$ cat src/rtl/mul_pkg.sv
// Shared types and constants for the iterative RV32M multiplier.
package mul_pkg;

   localparam int XLEN  = 32;
   localparam int ITER  = 32;
   localparam int CNT_W = $clog2(ITER);

   // RV32M multiply encodings of funct3. Encodings with bit 2 set are the
   // divide ops; the multiplier accepts them but returns zero.
   typedef enum logic [2:0] {
      MUL_LO  = 3'b000,
      MULH_SS = 3'b001,
      MULH_SU = 3'b010,
      MULH_UU = 3'b011
   } mul_op_e;

   typedef enum logic [1:0] {
      IDLE = 2'd0,
      CALC = 2'd1,
      FIX  = 2'd2,
      DONE = 2'd3
   } state_t;

   // Absolute value of an operand that may be signed. The most negative value
   // maps onto itself, which is the correct unsigned magnitude 2^31.
   function automatic logic [XLEN-1:0] magnitude(input logic [XLEN-1:0] x,
                                                 input logic            is_signed);
      return (is_signed && x[XLEN-1]) ? (~x + XLEN'(1)) : x;
   endfunction

   // Operand a is signed for MULH and MULHSU.
   function automatic logic a_is_signed(input logic [2:0] f3);
      return (f3 == MULH_SS) || (f3 == MULH_SU);
   endfunction

   // Operand b is signed for MULH only.
   function automatic logic b_is_signed(input logic [2:0] f3);
      return (f3 == MULH_SS);
   endfunction

endpackage

$ cat src/rtl/mul_unit_if.sv
// Execute-stage handshake between the core and the multiplier.
interface mul_unit_if;
   import mul_pkg::*;

   logic            start;
   logic [2:0]      funct3;
   logic [XLEN-1:0] a;
   logic [XLEN-1:0] b;
   logic            busy;
   logic            done;
   logic [XLEN-1:0] result;

   // Core side: issues requests and consumes the result.
   modport master (
      output start, funct3, a, b,
      input  busy, done, result
   );

   // Multiplier side.
   modport slave (
      input  start, funct3, a, b,
      output busy, done, result
   );

endinterface

$ cat src/rtl/mul_unit_rca.sv
// 32-bit ripple-carry adder used for the shift-add step of the multiplier.
module mul_unit_rca
   import mul_pkg::*;
(
   input  logic [XLEN-1:0] i_a,
   input  logic [XLEN-1:0] i_b,
   input  logic            i_cin,
   output logic [XLEN-1:0] o_sum,
   output logic            o_cout
);

   logic [XLEN:0] w_carry;

   assign w_carry[0] = i_cin;

   // One full adder per bit; the carry ripples from bit 0 upward.
   for (genvar i = 0; i < XLEN; i++) begin : g_bit
      assign o_sum[i]     = i_a[i] ^ i_b[i] ^ w_carry[i];
      assign w_carry[i+1] = (i_a[i] & i_b[i]) | (w_carry[i] & (i_a[i] ^ i_b[i]));
   end

   assign o_cout = w_carry[XLEN];

endmodule

$ cat src/rtl/mul_unit.sv
// Iterative 32x32 multiplier for MUL/MULH/MULHSU/MULHU. Operands are reduced to
// magnitudes, multiplied by 32 shift-add steps, the sign is restored in FIX,
// and the selected half is presented with a one-cycle done pulse.
module mul_unit
   import mul_pkg::*;
(
   input  logic       i_clk,
   input  logic       i_rst,
   mul_unit_if.slave  io_bus
);

   state_t              r_state;
   state_t              w_state_nxt;
   logic                w_busy;
   logic                w_done;

   logic [CNT_W-1:0]    r_cnt;
   logic [2:0]          r_funct3;
   logic [XLEN-1:0]     r_mag_a;
   logic                r_neg;
   logic [2*XLEN-1:0]   r_p;
   logic [XLEN-1:0]     r_result;

   logic                w_a_signed;
   logic                w_b_signed;
   logic [XLEN-1:0]     w_mag_a;
   logic [XLEN-1:0]     w_mag_b;
   logic                w_neg;
   logic [XLEN-1:0]     w_add_b;
   logic [XLEN-1:0]     w_sum;
   logic                w_cout;
   logic [2*XLEN-1:0]   w_p_step;
   logic [2*XLEN-1:0]   w_p_fixed;
   logic [XLEN-1:0]     w_result_sel;
   logic                w_last_iter;

   // ------------------------------------------------------------------
   // Operand conditioning at acceptance time
   // ------------------------------------------------------------------
   assign w_a_signed = a_is_signed(io_bus.funct3);
   assign w_b_signed = b_is_signed(io_bus.funct3);
   assign w_mag_a    = magnitude(io_bus.a, w_a_signed);
   assign w_mag_b    = magnitude(io_bus.b, w_b_signed);
   assign w_neg      = (w_a_signed & io_bus.a[XLEN-1]) ^ (w_b_signed & io_bus.b[XLEN-1]);

   // ------------------------------------------------------------------
   // Shift-add datapath: add |a| to the upper half when the multiplier
   // LSB is set, then shift the whole product right with the carry in.
   // ------------------------------------------------------------------
   assign w_add_b = r_p[0] ? r_mag_a : '0;

   mul_unit_rca u_rca (
      .i_a    (r_p[2*XLEN-1:XLEN]),
      .i_b    (w_add_b),
      .i_cin  (1'b0),
      .o_sum  (w_sum),
      .o_cout (w_cout)
   );

   assign w_p_step = {w_cout, w_sum, r_p[XLEN-1:1]};

   // Sign restoration; negating zero yields zero, so no special case.
   assign w_p_fixed = r_neg ? (~r_p + (2*XLEN)'(1)) : r_p;

   assign w_last_iter = (r_cnt == CNT_W'(ITER - 1));

   // Select the architecturally visible half; divide encodings return zero.
   always_comb begin
      // NOTE: every combinational output gets a default first so no path
      // leaves it unassigned, which would otherwise infer a latch.
      w_result_sel = '0;
      if (!r_funct3[2]) begin
         if (r_funct3 == MUL_LO) w_result_sel = w_p_fixed[XLEN-1:0];
         else                    w_result_sel = w_p_fixed[2*XLEN-1:XLEN];
      end
   end

   // ------------------------------------------------------------------
   // Control FSM
   // ------------------------------------------------------------------

   // State register.
   always_ff @(posedge i_clk) begin
      // NOTE: sequential state uses non-blocking assignments so every
      // register samples pre-edge values regardless of block ordering.
      if (i_rst) r_state <= IDLE;
      else       r_state <= w_state_nxt;
   end

   // Next-state and handshake outputs.
   always_comb begin
      w_state_nxt = r_state;
      w_busy      = 1'b0;
      w_done      = 1'b0;
      case (r_state)
         IDLE: begin
            if (io_bus.start) w_state_nxt = CALC;
         end
         CALC: begin
            w_busy = 1'b1;
            if (w_last_iter) w_state_nxt = FIX;
         end
         FIX: begin
            w_busy      = 1'b1;
            w_state_nxt = DONE;
         end
         DONE: begin
            w_busy      = 1'b1;
            w_done      = 1'b1;
            w_state_nxt = IDLE;
         end
         default: w_state_nxt = IDLE;
      endcase
   end

   // Operand capture, iteration, sign fix-up and result latch.
   always_ff @(posedge i_clk) begin
      // NOTE: the product and result registers are reset explicitly so an
      // aborted operation leaves no stale value on the result port.
      if (i_rst) begin
         r_cnt    <= '0;
         r_funct3 <= '0;
         r_mag_a  <= '0;
         r_neg    <= 1'b0;
         r_p      <= '0;
         r_result <= '0;
      end else begin
         case (r_state)
            IDLE: begin
               if (io_bus.start) begin
                  r_funct3 <= io_bus.funct3;
                  r_mag_a  <= w_mag_a;
                  r_neg    <= w_neg;
                  r_p      <= {{XLEN{1'b0}}, w_mag_b};
                  r_cnt    <= '0;
               end
            end
            CALC: begin
               r_p   <= w_p_step;
               r_cnt <= r_cnt + CNT_W'(1);
            end
            FIX: begin
               // The result is latched here so it is already stable in the
               // cycle that done is raised.
               r_p      <= w_p_fixed;
               r_result <= w_result_sel;
            end
            default: begin
            end
         endcase
      end
   end

   assign io_bus.busy   = w_busy;
   assign io_bus.done   = w_done;
   assign io_bus.result = r_result;

endmodule

$ cat src/flat_wrapper.sv
// flat-port wrapper written by rule: the top's interface ports become plain ports
module mul_unit_flat import mul_pkg::*;
  (i_clk, i_rst, io_bus_start, io_bus_funct3, io_bus_a, io_bus_b, io_bus_busy, io_bus_done, io_bus_result);
  mul_unit_if io_bus_i ();
  input  logic i_clk;
  input  logic i_rst;
  input wire logic [$bits(io_bus_i.start)-1:0] io_bus_start;
  input wire logic [$bits(io_bus_i.funct3)-1:0] io_bus_funct3;
  input wire logic [$bits(io_bus_i.a)-1:0] io_bus_a;
  input wire logic [$bits(io_bus_i.b)-1:0] io_bus_b;
  output wire logic [$bits(io_bus_i.busy)-1:0] io_bus_busy;
  output wire logic [$bits(io_bus_i.done)-1:0] io_bus_done;
  output wire logic [$bits(io_bus_i.result)-1:0] io_bus_result;
  assign io_bus_i.start = io_bus_start;
  assign io_bus_i.funct3 = io_bus_funct3;
  assign io_bus_i.a = io_bus_a;
  assign io_bus_i.b = io_bus_b;
  assign io_bus_busy = io_bus_i.busy;
  assign io_bus_done = io_bus_i.done;
  assign io_bus_result = io_bus_i.result;
  mul_unit u_core (.i_clk(i_clk), .i_rst(i_rst), .io_bus(io_bus_i));
endmodule
$ cat config.mk
export PLATFORM = sky130hd
export DESIGN_NAME = mul_unit_flat
export DESIGN_NICKNAME = d
export VERILOG_FILES = /design/src/rtl/mul_pkg.sv /design/src/rtl/mul_unit_if.sv /design/src/rtl/mul_unit_rca.sv /design/src/rtl/mul_unit.sv /design/src/flat_wrapper.sv
export SDC_FILE = /design/constraint.sdc
export NUM_CORES = 1
export LEC_CHECK = 0
export CAP_MARGIN = 20
export CORE_UTILIZATION = 45
export CTS_CLUSTER_SIZE = 8
export DETAILED_ROUTE_END_ITERATION = 6
export GPL_ROUTABILITY_DRIVEN = 0
export PLACE_DENSITY = 0.69
export SETUP_SLACK_MARGIN = 0.5
export SYNTH_ARGS = -nofsm -noshare
export SYNTH_HDL_FRONTEND = slang
export SYNTH_HIERARCHICAL = 1
export SYNTH_SLANG_ARGS = --single-unit
$ cat constraint.sdc
create_clock -name i_clk -period 14.85 [get_ports i_clk]
set_input_delay 2.2275 -clock i_clk [delete_from_list [all_inputs] [get_ports i_clk]]
set_output_delay 2.2275 -clock i_clk [all_outputs]
set_load 0.03 [all_outputs]
# Word-level counts from Yosys, hierarchy flattened
# Index checks and enable logic that the tools add are counted.
[word_totals] regBits=139 in_bits=70 output_inout_bits=34 elab_cells=209
[classes] add_sub_neg=4 n_eq_ne=8 muxes=15 bitwise=163 reduce_logical=12
[op_table] op="64-bit one-hot mux with 3 select lines" n=1
[op_table] op="32-bit 2-to-1 mux" n=5
[op_table] op="64-bit 2-to-1 mux" n=2
[op_table] op="1-bit bitwise AND" n=65
[op_table] op="32-bit by 1-bit adder with 32-bit output (second input constant)" n=2
[op_table] op="64-bit by 1-bit adder with 64-bit output (second input constant)" n=1
[op_table] op="32-bit inverter" n=2
[op_table] op="64-bit inverter" n=1
[op_table] op="1-bit XOR" n=64
[op_table] op="1-bit OR" n=31
[op_table] op="5-bit one-hot mux with 2 select lines" n=1
[op_table] op="2-bit one-hot mux with 4 select lines" n=1
[op_table] op="2-bit AND reduction" n=4
[op_table] op="5-bit by 1-bit adder with 5-bit output (second input constant)" n=1
[op_table] op="5-bit equality test (second input constant)" n=1
[op_table] op="5-bit 2-to-1 mux" n=1
[op_table] op="2-bit equality test (second input constant)" n=2
[op_table] op="2-bit 2-to-1 mux" n=2
[op_table] op="3-bit by 1-bit equality test with 1-bit output (second input constant)" n=1
[op_table] op="3-bit by 2-bit equality test with 1-bit output (second input constant)" n=1
[op_table] op="3-bit logical NOT" n=1
[op_table] op="3-bit nonzero test" n=1
[op_table] op="3-bit OR reduction" n=1
[op_table] op="2-bit by 1-bit equality test with 1-bit output (second input constant)" n=1
[op_table] op="7 further kinds" n=9

# Longest topological paths before layout
[depth] ltp_word=65 depth_mapped=40 mapped_depth_nobuf=39

# Modules after synthesis
# Netlist, hierarchy kept.
[modules_own_cells] module="mul_unit" instances=1 cells_each=1351 area_per_inst_um2=10097.2 seq_area_each_um2=2782.7
[modules_own_cells] module="mul_unit_rca" instances=1 cells_each=42 area_per_inst_um2=678.2 seq_area_each_um2=0.0

# Worst setup path before layout
# OpenSTA, ideal clock, no wires.
[synth_timing] kind="reg2reg" start="register u_core.r_p[0]" end="register u_core.r_p[62]" setup_time_ps=79 t_arrival_ps=12855 required_ps=14771 setup_slack_ps=1916 path_stages_with_launch=41 path_buffers=1 period_less_slack_ps=12934 cell_sequence="dfxtp_1 clkbuf_1 and2_1 fa_1 fa_1 fa_1 fa_1 fa_1 fa_1 fa_1 fa_1 fa_1 fa_1 fa_1 fa_1 fa_1 fa_1 fa_1 [5 not listed] fa_1 fa_1 fa_1 fa_1 fa_1 fa_1 fa_1 fa_1 fa_1 fa_1 fa_1 fa_1 fa_1 inv_1 fa_1 inv_1 nand2_1 o211ai_1"
[synth_between] elab_chain_cells=64 elab_cells_between_ends=128 cone_classes="1 x add/sub; 3 x mux; 124 x bitwise"
[synth_lines] element="from (decl)" line_no="mul_unit.sv:21" text="logic [2*XLEN-1:0] r_p;"
[synth_lines] element="from (signal assigned)" line_no="mul_unit.sv:134" text="r_p <= {{XLEN{1'b0}}, w_mag_b};"
[synth_lines] element="from (signal assigned)" line_no="mul_unit.sv:139" text="r_p <= w_p_step;"
[synth_lines] element="from (signal assigned)" line_no="mul_unit.sv:145" text="r_p <= w_p_fixed;"
[synth_lines] element="32-bit 2-to-1 mux" line_no="mul_unit.sv:50" text="assign w_add_b = r_p[0] ? r_mag_a : '0;"
[synth_lines] element="net u_core.w_add_b[0]" line_no="mul_unit.sv:29" text="logic [XLEN-1:0] w_add_b;"
[synth_lines] element="1-bit bitwise AND (2 in a row)" line_no="mul_unit_rca.sv:19" text="assign w_carry[i+1] = (i_a[i] & i_b[i]) | (w_carry[i] & (i_a[i] ^ i_b[i]));"
[synth_lines] element="1-bit OR" line_no="mul_unit_rca.sv:19"
[synth_lines] element="1-bit bitwise AND" line_no="mul_unit_rca.sv:19"
[synth_lines] element="1-bit OR" line_no="mul_unit_rca.sv:19"
[synth_lines] element="1-bit bitwise AND" line_no="mul_unit_rca.sv:19"
[synth_lines] element="1-bit OR" line_no="mul_unit_rca.sv:19"
[synth_lines] element="[49 not listed]"
[synth_lines] element="1-bit OR" line_no="mul_unit_rca.sv:19"
[synth_lines] element="1-bit bitwise AND" line_no="mul_unit_rca.sv:19"
[synth_lines] element="1-bit OR" line_no="mul_unit_rca.sv:19"
[synth_lines] element="1-bit bitwise AND" line_no="mul_unit_rca.sv:19"
[synth_lines] element="1-bit OR" line_no="mul_unit_rca.sv:19"
[synth_lines] element="1-bit XOR" line_no="mul_unit_rca.sv:18" text="assign o_sum[i] = i_a[i] ^ i_b[i] ^ w_carry[i];"
[synth_lines] element="net u_core.w_sum[31]" line_no="mul_unit.sv:30" text="logic [XLEN-1:0] w_sum;"
[synth_lines] element="64-bit one-hot mux with 3 select lines" line_no="mul_unit.sv:128" text="case (r_state)"
# The timed path passes the listed nets, and every way through them passes these cells.
# A chain may end at the register's enable or synchronous reset.

# Worst setup path after layout
[layout_timing] start="register u_core.r_p[32]" end="register u_core.r_p[62]"
[layout_between] elab_chain_cells=63 elab_cells_between_ends=66 cone_classes="1 x add/sub; 2 x mux; 63 x bitwise"
[layout_lines] element="1-bit bitwise AND (2 in a row)" line_no="mul_unit_rca.sv:19"
[layout_lines] element="1-bit OR" line_no="mul_unit_rca.sv:19"
[layout_lines] element="1-bit bitwise AND" line_no="mul_unit_rca.sv:19"
[layout_lines] element="1-bit OR" line_no="mul_unit_rca.sv:19"
[layout_lines] element="1-bit bitwise AND" line_no="mul_unit_rca.sv:19"
[layout_lines] element="1-bit OR" line_no="mul_unit_rca.sv:19"
[layout_lines] element="1-bit bitwise AND" line_no="mul_unit_rca.sv:19"
[layout_lines] element="1-bit OR" line_no="mul_unit_rca.sv:19"
[layout_lines] element="[47 not listed]"
[layout_lines] element="1-bit OR" line_no="mul_unit_rca.sv:19"
[layout_lines] element="1-bit bitwise AND" line_no="mul_unit_rca.sv:19"
[layout_lines] element="1-bit OR" line_no="mul_unit_rca.sv:19"
[layout_lines] element="1-bit bitwise AND" line_no="mul_unit_rca.sv:19"
[layout_lines] element="1-bit OR" line_no="mul_unit_rca.sv:19"
[layout_lines] element="1-bit XOR" line_no="mul_unit_rca.sv:18"
[layout_lines] element="net u_core.w_sum[31]" line_no="mul_unit.sv:30"
[layout_lines] element="64-bit one-hot mux with 3 select lines" line_no="mul_unit.sv:128"
# The timed path passes the listed nets, and every way through them passes these cells.

==> impl_metrics.json <==
{
  "synth_area_mm2": 0.0108,
  "cts.repair.resized": 0,
  "wl_per_cell_um": 20.6,
  "hp-class": "reg -> reg",
  "final.setup.tns_ns": 0,
  "clock_latency_ns": 0.44,
  "start_util_pct": 45.9,
  "synth.net_count": 1504,
  "cp_common_cell": "fa_1",
  "clock-skew-final_ns": 0.0115,
  "synth_flop_cell": "dfxtp_1",
  "place_hpwl_um": 25600,
  "synthArstFlopShare_pct": 0,
  "die_area_mm2": 0.0246,
  "hold-worst-slack_ns": 0.457,
  "max_cap_violations": 0,
  "p_leak_nw": 4.47,
  "drt-total-wl_um": 35900,
  "numCtsBuffers": 17,
  "drc_errors": 0,
  "avgSynthCellArea_um2": 7.74,
  "final_nets": 1522,
  "portBuffers": 103,
  "rows": 56,
  "crit_slowest_cell": "fa_1",
  "cp_max_fo": 8,
  "antenna_found_initial": 1,
  "arrival_ns": 13.81,
  "ant_nets": 0,
  "worst_pin_slew_ns": 1.10,
  "cts_hold_buf": 0,
  "htreeDepth": 4,
  "worst_path_largest_cell_delay_ns": 0.46,
  "finalHoldViolCount": 0,
  "antenna_cells": 0,
  "cts.sinks": 139,
  "grt_pass1_wl_um": 55500,
  "die_height_um": 157,
  "finalSetupViolations": 0,
  "syn2layout_area_growth_pct": 15.4,
  "track_usage_pct": 29.5,
  "ys_seq_area_share_pct": 25.8,
  "post_cts_buffers": 0,
  "maxSlewViolCount": 0,
  "ys_types": 84,
  "firstDrtPassIters": 6,
  "rsz0062_at_grt": "no",
  "fin_crit_sh_pct": 90.6,
  "die_w_um": 157,
  "clockBufferDepth": 2,
  "viasPerCell": 6.31,
  "grt-ovfl-total": 0,
  "io_pins": 104,
  "layout-drive-gt1-share_pct": 6.81,
  "cp-end-kind": "flip-flop",
  "ys_warn_count": 6,
  "root_buffer": "clkbuf_16",
  "relSlewSlack_pct": 26.2,
  "powerDensity_mw_per_mm2": 158,
  "startpoint_type": "flip-flop",
  "peakVddDrop_uv": 107,
  "dr_total_vias": 11000,
  "period_needed_ns": 13.45,
  "drt_iter0_drc": 1383,
  "tritoncts": "built",
  "grt_pass1_vias": 9780,
  "total_power_mw": 1.96,
  "netlist_instances": 1393,
  "fmax_mhz": 74.3,
  "path_class": "reg -> reg",
  "status": "complete, no violations",
  "coreArea_mm2": 0.0235,
  "grt_start_max_net_pins": 88,
  "synth.ff_latch_count": 139,
  "clk_pin_slew_worst_paths_ns": 0.07,
  "cp.required_ns": 15.21,
  "synth_edf_count": 0
}
==> Yosys cell counts (5+ instances only) <==
library cell  number  area share (%)
a211oi_1          34             2.4
a21o_1            10            0.70
a21oi_1           91             4.2
a221oi_1          10            0.81
a22oi_1           27             1.9
a311oi_1           5            0.41
a31oi_1           24             1.4
and2_1            40             2.3
buf_1              6            0.21
clkbuf_1         108             3.8
dfxtp_1          139              26
fa_1              32             5.9
ha_1               9             1.0
inv_1             47             1.6
mux2_2             5            0.52
mux2i_1           12             1.1
nand2_1          114             4.0
nand2b_1           8            0.46
nand3_1           20            0.93
nand4_1           15            0.87
nor2_1           129             4.5
nor3_1            62             2.9
nor4_1            31             1.8
o211ai_1          18             1.3
o21ai_0           78             3.6
o221ai_1          11            0.89
o31a_1             5            0.41
o31ai_1           25             1.7
o41ai_1           15             1.2
or3_1             25             1.5
or4_1             24             1.7
xnor2_1           50             4.1
xor2_1            52             4.2
==> metrics by stage <==
step                      cell area [um^2]  setup slack, ns  utilization (%)  cells
after floorplan                      10800             1.92                -   1393
after global placement               11900             1.60             50.6   1711
after detailed placement             11900             1.56             50.6   1711
after CTS                            12400             1.49             53.0   1743
after global routing                 12400            0.981             53.0   1743
final                                12400             1.40             53.0   1743
==> sequential cells by signal, indices dropped and copies added (netlist names) <==
signal / count
u_core/r_funct3: 3
u_core/io_bus.result: 32
u_core/r_cnt: 5
u_core/r_neg: 1
u_core/r_p: 64
u_core/r_state: 2
u_core/r_mag_a: 32
==> logic make-up after synthesis <==
family / synth area share (%)
simple gates: 23.5
flops: 25.8
mux: 2.06
buf+inv: 6.33
other cells: 0.0348
compound gates: 27.0
fa+ha+maj: 6.99
xor+xnor: 8.29
==> power breakdown <==
group          leakage (nW)  switching (mW)  internal [mW]
Clock                 0.269           0.186          0.221
Combinational          3.06           0.669          0.314
Sequential             1.13           0.118          0.451
==> cell usage in the layout, fill, tap and decap left out, types with 5 or more instances in the layout <==
master | netlist | routed
a22oi_1 | 27 | 27
o41ai_1 | 15 | 15
o31a_1 | 5 | 5
mux2i_1 | 12 | 12
nand4_1 | 15 | 15
or3_1 | 25 | 25
a31oi_1 | 24 | 24
a221oi_1 | 10 | 10
o21ai_0 | 78 | 78
and2_1 | 40 | 39
a21oi_1 | 91 | 90
a311oi_1 | 5 | 5
nand2b_1 | 8 | 8
nor3_1 | 62 | 60
nand3_1 | 20 | 20
o31ai_1 | 25 | 25
xor2_1 | 52 | 52
xnor2_1 | 50 | 50
o211ai_1 | 18 | 18
fa_1 | 32 | 32
a21o_1 | 10 | 10
dfxtp_1 | 139 | 138
clkbuf_16 | 0 | 17
nor2_1 | 129 | 127
buf_4 | 2 | 20
nand2_1 | 114 | 114
mux2_2 | 5 | 5
inv_1 | 47 | 47
ha_1 | 9 | 9
clkdlybuf4s50_1 | 0 | 102
or4_1 | 24 | 24
nor4_1 | 31 | 31
o221ai_1 | 11 | 11
a211oi_1 | 34 | 34
==> worst paths after layout <==
path / start / to / slack, ns / depth (start not counted)
setup / recovery: u_core/r_p[32] / u_core/r_p[62] / 1.40 / 38
hold / removal: u_core/r_mag_a[31] / u_core/r_mag_a[31] / 0.46 / 2
setup reg to reg: u_core/r_p[32] / u_core/r_p[62] / 1.40 / 38
hold reg to reg: u_core/r_mag_a[31] / u_core/r_mag_a[31] / 0.46 / 2
==> layer usage <==
metal	vias up	wire [um]	GRT usage, %
met5	-	10	0
met4	2	1180	12.1
met3	82	3440	5.76
met2	591	15900	45.5
met1	5173	15400	40.1
li1	5148	-	-
==> worst max-delay path: cells and delay by family, from the launching register on <==
| family | cells | cell delay, ns |
|---|---|---|
| buffers and inverters | 4 | 0.27 |
| adders and majority gates | 32 | 12.50 |
| DFF | 1 | 0.41 |
| and+or+nand+nor | 1 | 0.05 |
| AOI/OAI and AO/OA | 1 | 0.11 |
==> cell type report <==
type / instances / area [um^2]
Clock inverter: 14 / 111
Clock buffer: 18 / 439
Timing Repair Buffer: 123 / 1180
Multi-Input combinational cell: 1082 / 7350
Tap cell: 319 / 399
Sequential cell: 139 / 2780
Inverter: 48 / 180
Fill cell: 2217 / 11000
Power figures use the tool's default switching activity.
